`src/rtl/gnn_layer_engine.sv`:
```
`default_nettype none
// ============================================================================
// Module   : gnn_layer_engine
// Purpose  : Time-multiplexed single GCN layer. Computes an adjacency-masked
//            neighbour sum, then a dense MAC, then an optional ReLU.
//            One shared aggregate/MAC pipe sits behind a valid/ready handshake.
// Revision : 1.0  initial release
// ============================================================================
module gnn_layer_engine #(
  parameter int  NUM_NODES = 4,
  parameter int  IN_FEAT   = 4,
  parameter int  OUT_FEAT  = 4,
  parameter int  IN_WIDTH  = 5,
  parameter int  W_WIDTH   = 5,
  localparam int AGG_W     = IN_WIDTH + $clog2(NUM_NODES),
  localparam int ACC_W     = AGG_W + W_WIDTH + $clog2(IN_FEAT)
) (
  input  logic                                  clk,
  input  logic                                  rst_n,
  input  logic                                  in_valid,
  output logic                                  in_ready,
  input  logic [NUM_NODES*IN_FEAT*IN_WIDTH-1:0] x_flat,
  input  logic [IN_FEAT*OUT_FEAT*W_WIDTH-1:0]   w_flat,
  input  logic [NUM_NODES*NUM_NODES-1:0]        adj,
  input  logic                                  relu_en,
  output logic                                  out_valid,
  input  logic                                  out_ready,
  output logic [NUM_NODES*OUT_FEAT*ACC_W-1:0]   y_flat,
  output logic                                  busy
);

  localparam int NW = (NUM_NODES > 1) ? $clog2(NUM_NODES) : 1;
  localparam int OW = (OUT_FEAT > 1) ? $clog2(OUT_FEAT) : 1;
  localparam logic [NW-1:0] NODE_LAST = NW'(NUM_NODES - 1);
  localparam logic [OW-1:0] OUT_LAST  = OW'(OUT_FEAT - 1);

  localparam logic [1:0] S_IDLE = 2'd0;
  localparam logic [1:0] S_AGG  = 2'd1;
  localparam logic [1:0] S_MAC  = 2'd2;
  localparam logic [1:0] S_DONE = 2'd3;

  logic [1:0]    state_q, state_d;
  logic [NW-1:0] node_q, node_d;
  logic [OW-1:0] out_q, out_d;

  // Unpacked views of the flat input buses
  logic signed [IN_WIDTH-1:0] x_in [NUM_NODES][IN_FEAT];
  logic signed [W_WIDTH-1:0]  w_in [IN_FEAT][OUT_FEAT];
  logic [NUM_NODES-1:0]       adj_in [NUM_NODES];

  // Transaction latches, captured on accept
  logic signed [IN_WIDTH-1:0] x_q [NUM_NODES][IN_FEAT];
  logic signed [W_WIDTH-1:0]  w_q [IN_FEAT][OUT_FEAT];
  logic [NUM_NODES-1:0]       adj_q [NUM_NODES];
  logic                       relu_q;

  logic signed [AGG_W-1:0] agg_q [NUM_NODES][IN_FEAT];
  logic signed [AGG_W-1:0] agg_row_d [IN_FEAT];
  logic signed [ACC_W-1:0] y_q [NUM_NODES][OUT_FEAT];
  logic signed [ACC_W-1:0] mac_acc_d;
  logic signed [ACC_W-1:0] mac_res_d;

  // Flat-bus unpacking and result packing
  for (genvar n = 0; n < NUM_NODES; n++) begin : g_node
    assign adj_in[n] = adj[n*NUM_NODES +: NUM_NODES];
    for (genvar f = 0; f < IN_FEAT; f++) begin : g_xfeat
      assign x_in[n][f] = x_flat[(n*IN_FEAT+f)*IN_WIDTH +: IN_WIDTH];
    end
    for (genvar o = 0; o < OUT_FEAT; o++) begin : g_yout
      assign y_flat[(n*OUT_FEAT+o)*ACC_W +: ACC_W] = y_q[n][o];
    end
  end

  for (genvar f = 0; f < IN_FEAT; f++) begin : g_wfeat
    for (genvar o = 0; o < OUT_FEAT; o++) begin : g_wout
      assign w_in[f][o] = w_flat[(f*OUT_FEAT+o)*W_WIDTH +: W_WIDTH];
    end
  end

  assign in_ready  = (state_q == S_IDLE) && rst_n;
  assign out_valid = (state_q == S_DONE);
  assign busy      = (state_q == S_AGG) || (state_q == S_MAC);

  // Aggregate one node row: sign-extended sum of every neighbour selected by adj
  always_comb begin
    for (int f = 0; f < IN_FEAT; f++) begin
      agg_row_d[f] = '0;
      for (int j = 0; j < NUM_NODES; j++) begin
        if (adj_q[node_q][j]) begin
          agg_row_d[f] = agg_row_d[f] + AGG_W'(x_q[j][f]);
        end
      end
    end
  end

  // One (node, out-feature) dot product, ReLU applied to negative results when enabled
  always_comb begin
    mac_acc_d = '0;
    for (int f = 0; f < IN_FEAT; f++) begin
      mac_acc_d = mac_acc_d + ACC_W'(agg_q[node_q][f]) * ACC_W'(w_q[f][out_q]);
    end
    mac_res_d = (relu_q && mac_acc_d[ACC_W-1]) ? '0 : mac_acc_d;
  end

  // Sequencer: node counter in AGG, node-outer/out-inner counters in MAC
  always_comb begin
    state_d = state_q;
    node_d  = node_q;
    out_d   = out_q;
    case (state_q)
      S_IDLE: begin
        if (in_valid) begin
          state_d = S_AGG;
          node_d  = '0;
          out_d   = '0;
        end
      end
      S_AGG: begin
        if (node_q == NODE_LAST) begin
          state_d = S_MAC;
          node_d  = '0;
        end else begin
          node_d = node_q + 1'b1;
        end
      end
      S_MAC: begin
        if (out_q == OUT_LAST) begin
          out_d = '0;
          if (node_q == NODE_LAST) begin
            state_d = S_DONE;
            node_d  = '0;
          end else begin
            node_d = node_q + 1'b1;
          end
        end else begin
          out_d = out_q + 1'b1;
        end
      end
      default: begin
        // DONE: a pending in_valid is deliberately ignored here
        if (out_ready) begin
          state_d = S_IDLE;
        end
      end
    endcase
  end

  // State, latches, aggregate store and result store
  always_ff @(posedge clk) begin
    if (!rst_n) begin
      state_q <= S_IDLE;
      node_q  <= '0;
      out_q   <= '0;
      relu_q  <= 1'b0;
      for (int n = 0; n < NUM_NODES; n++) begin
        adj_q[n] <= '0;
        for (int f = 0; f < IN_FEAT; f++) begin
          x_q[n][f]   <= '0;
          agg_q[n][f] <= '0;
        end
        for (int o = 0; o < OUT_FEAT; o++) begin
          y_q[n][o] <= '0;
        end
      end
      for (int f = 0; f < IN_FEAT; f++) begin
        for (int o = 0; o < OUT_FEAT; o++) begin
          w_q[f][o] <= '0;
        end
      end
    end else begin
      state_q <= state_d;
      node_q  <= node_d;
      out_q   <= out_d;
      if (state_q == S_IDLE && in_valid) begin
        relu_q <= relu_en;
        for (int n = 0; n < NUM_NODES; n++) begin
          adj_q[n] <= adj_in[n];
          for (int f = 0; f < IN_FEAT; f++) begin
            x_q[n][f] <= x_in[n][f];
          end
        end
        for (int f = 0; f < IN_FEAT; f++) begin
          for (int o = 0; o < OUT_FEAT; o++) begin
            w_q[f][o] <= w_in[f][o];
          end
        end
      end
      if (state_q == S_AGG) begin
        for (int f = 0; f < IN_FEAT; f++) begin
          agg_q[node_q][f] <= agg_row_d[f];
        end
      end
      if (state_q == S_MAC) begin
        y_q[node_q][out_q] <= mac_res_d;
      end
    end
  end

endmodule
`default_nettype wire

```
`config.mk`:
```
export PLATFORM = sky130hd
export DESIGN_NAME = gnn_layer_engine
export DESIGN_NICKNAME = d
export VERILOG_FILES = /design/src/rtl/gnn_layer_engine.sv
export SDC_FILE = /design/constraint.sdc
export NUM_CORES = 1
export LEC_CHECK = 0
export ABC_CLOCK_PERIOD_IN_PS = 10900
export BUFFER_PORTS_ARGS = -buffer_cell sky130_fd_sc_hd__buf_4
export CAP_MARGIN = 20
export CORE_AREA = 2 2 224 392
export CTS_CLUSTER_DIAMETER = 100
export DETAILED_ROUTE_END_ITERATION = 10
export DIE_AREA = 0 0 226 394
export GPL_TIMING_DRIVEN = 0
export PLACE_DENSITY_LB_ADDON = 0.2
export SYNTH_ARGS = -nofsm -noshare
export SYNTH_HDL_FRONTEND = slang
export SYNTH_SLANG_ARGS = --single-unit
```
`constraint.sdc`:
```
create_clock -name clk -period 10.9 [get_ports clk]
set_input_delay 1.09 -clock clk [delete_from_list [all_inputs] [get_ports clk]]
set_output_delay 1.09 -clock clk [all_outputs]
set_load 0.02 [all_outputs]
```
==> metrics.md <==
| Metric | Value |
|---|---|
| FF-to-FF End | `y_q[1][38]$_SDFFCE_PN0P_` |
| Status | `finished clean` |
| Final #Nets | `around 3,400` |
| FF-to-FF path depth | `23` |
| Worst EP required | `~11,000 ps` |
| CP delay by family, top | `adder cells` |
| Starting density of the core | `between 30% and 40%` |
| Mean area per synthesized cell | `around 13 sq um` |
| CTS tree | `built` |
| Multiplexer share of the synthesized area | `between 5 and 6%` |
| Pin count of the biggest net entering global routing | `73` |
| DRT Wirelength | `92,800 um` |
| Die width | `around 230 um` |
| Worst-margin pin slew | `1190 ps` |
| Critical path depth in cells | `23` |
| Distinct cells, synth | `60` |
| Port Buf Inserts | `between 400 and 500` |
| Post-synth EDFFs | `~510` |
| Clock buffer depth | `3` |
| CP most frequent cell | `fa_1` |
| Drt initial violations | `roughly 1,100` |
| Post-Syn Area | `30,800 sq um` |
| Largest family of logic cells by synthesized area | `adder cells` |
| Worst-path maximum fanout | `10` |
| Share of layout cells above drive strength 1 | `about a fifth` |
| CP max stage delay | `approximately 950 ps` |
| Final setup fails | `0` |
| Final period util | `a little under 90%` |
| Post-Synth XOR/XNOR Area | `between 1.5 and 2%` |
| HP Class | `reg -> reg` |
| Crit path capture type | `flip-flop` |
| # rows | `~140` |
| Post-cts repair resize count | `0` |
| Yosys warnings | `0` |
| GR Overflow Total | `0` |
| Fmax | `~100 MHz` |
| Clock-pin slew of the registers on the worst-case setup and hold paths | `approximately 70 ps` |
| Relative slew margins | `between 20% and 30%` |
| Synth async-reset ratio | `0%` |
| Drt via density | `~5.1` |
| Post-CTS setup buffer count | `0` |
| Worst-path cell chain | `buf_2 > clkbuf_1 > clkbuf_1 > mux4_2 > and2_1 > fa_1 > inv_1 > fa_1 > inv_1 > fa_1 > fa_1 > fa_1 > fa_1 > inv_1 > fa_1 > inv_1 > ha_1 > o21ai_0 > a21oi_1 > o31ai_1 > xor2_1 > clkbuf_1 > nor3_1` |
| Post-Synth Simple-Gate Area | `15.0%` |
| R2r setup slk | `~1300 ps` |
| Hold path start | `node_q[1]$_SDFFE_PN0P_` |
| RSZ-0062 raised after global routing | `false` |
| CORE AREA | `roughly 86,000 sq um` |
| Type of origin of the critical path | `flip-flop` |
| WS Path Type | `reg -> reg` |
| Fillers | `roughly 8,100` |
| Die Height | `~390 um` |
| Vias | `around 21,000` |
| Initial antenna violation count | `9` |
| Sequential area share after synthesis | `just over 50%` |
| Vias in the first global route | `roughly 22,000` |
| Hold Crit Depth | `2` |
| Hpwl dp | `around 75,000 um` |
| Gp weighted congestion | `between 0.8 and 0.9` |
| CTS Hold Bufs | `0` |
| Crit path arrival time | `~10000 ps` |
| Buf/Inv on CP | `8` |
| Die area | `a little under 90,000 sq um` |
| Adder-cell share of the synthesized area | `17.4%` |
| Clock Skew | `a little over 90 ps` |
| Drt pass-1 iters | `5` |
| Setup TNS Final | `0 ps` |
| Gr usage total | `approximately 21%` |
| Synth Flop Type | `edfxtp_1` |
| CTS buffer count | `50` |
| Syn_nets | `about 3,000` |
| Area Overhead vs Synth | `20.6%` |
| Synth Area in Compound Gates | `about 5.3%` |
| DRC Markers | `0` |
| Routed length per instance | `22.5 um` |
| Hold Fails Final Rpt | `0` |
| Max-cap viol count | `0` |
| Min cycle time layout | `around 9600 ps` |
| Later-pin clock latency in the skew report | `approximately 660 ps` |
| First-pass GRT wire length | `approximately 140,000 um` |
| CTS Root Cell | `clkbuf_16` |
| Max-slew violations | `0` |
| Cells after Synth | `2,458` |
| Worst Hold End | `node_q[1]$_SDFFE_PN0P_` |
| CTS H-tree depth | `2` |
| CTS Sinks | `~520` |
| Num ports | `408` |
| Antenna-violating nets left | `0` |
| CP max stage cell | `xor2_1` |
| Yosys reg bits | `about 520` |
-- registers in the layout, indices dropped and copies added, names as in the netlist, named ones only --
register and flops:
adj_q 16, agg_q 112, node_q 2, out_q 2, relu_q 1, state_q 2
w_q 80, x_q 80, y_q 224
-- metrics by stage --
| stage | instances | hold slack, ps | instance area [sq um] | utilization [%] | setup WS (ps) |
|---|---|---|---|---|---|
| after floorplan | 2458 | 507 | 30800 | - | 3230 |
| after CTS | 4120 | 598 | 37100 | 43.1 | 1180 |
| after global routing | 4127 | 630 | 37100 | 43.1 | 884 |
| after detailed placement | 4029 | 581 | 35400 | 41.1 | 1200 |
| after global placement | 4025 | 568 | 35300 | 41.0 | 772 |
| final | 4127 | 601 | 37100 | 43.1 | 1340 |
-- cell type report --
class	instances	area, sq um	area share (%)
multi-input combinational	1589	13800	37.3
inverter	224	841	2.27
timing repair buffer	412	3130	8.45
clock buffer	57	1280	3.44
tap	1160	1450	3.91
sequential	521	15600	41.9
clock inverter	34	437	1.18
buffer	124	556	1.50
antenna	6	15.0	0.0405
-- worst reg2reg max path, delay by kind of cell (launching register included) --
| kind | cells | cell delay (ps) |
|---|---|---|
| flip-flops | 1 | 330 |
| multiplexers | 1 | 530 |
| AO/OA/AOI/OAI | 3 | 730 |
| buffers and inverters | 8 | 2450 |
| XOR/XNOR | 1 | 950 |
| adder cells (fa/ha/maj) | 8 | 3930 |
| AND/OR/NAND/NOR | 2 | 370 |
-- worst max-delay path by stage --
stage,startpoint,end
after floorplan,out_q[0]$_SDFFE_PN0P_,y_q[0][13]$_SDFFCE_PN0P_
final,flip-flop,y_q[1][38]$_SDFFCE_PN0P_
after detailed placement,flip-flop,y_q[1][26]$_SDFFCE_PN0P_
after global placement,out_q[0]$_SDFFE_PN0P_,y_q[0][41]$_SDFFCE_PN0P_
after CTS,flip-flop,y_q[1][26]$_SDFFCE_PN0P_
after global routing,out_q[0]$_SDFFE_PN0P_,y_q[0][23]$_SDFFCE_PN0P_
-- cells by family after synthesis --
logic type | Yosys count
adder cells (fa/ha/maj) | 320
buffers and inverters | 348
AND/OR/NAND/NOR | 860
XOR/XNOR | 54
AO/OA/AOI/OAI | 256
multiplexers | 99
flip-flops | 521
-- per-layer routing --
layer / global-route usage, % / vias to the layer above / routed length [um]
met5: 0 / - / 13
met4: 11.5 / 2 / 5530
met3: 2.29 / 220 / 3900
met2: 41.5 / 718 / 53100
met1: 20.0 / 10392 / 30300
li1: - / 9564 / -
-- synth_stat cells (all sizes together), types with 45 or more instances --
cell / number / area (sq um)
a21oi: 66 / 334
and2: 267 / 1670
buf: 45 / 259
clkbuf: 79 / 297
edfxtp: 512 / 15400
fa: 179 / 3580
ha: 141 / 1760
inv: 224 / 841
mux4: 48 / 1080
nand2: 129 / 484
nor2: 120 / 450
nor3: 174 / 871
nor3b: 64 / 480
o21ai: 77 / 385
-- placed cells by master (no fill, tap or decap), types with 13 or more instances in the layout --
cell,instances
clkbuf_1,86
ha_1,141
nor3b_1,64
a21oi_1,65
fa_1,179
nand2b_1,27
mux4_2,48
nand2_1,124
xor2_1,14
nand3_1,24
and2_1,266
a21o_1,33
a211o_1,13
nand4_1,17
buf_4,424
xnor2_1,37
o21ai_0,69
mux2_2,20
nor2b_1,16
buf_2,18
nor2_1,120
inv_1,224
clkbuf_16,50
mux2i_1,22
edfxtp_1,512
nor3_1,174
Power is left out: the tool's default activity adds up to more than one toggle a clock period on the data nets, which glitch-free logic cannot reach.
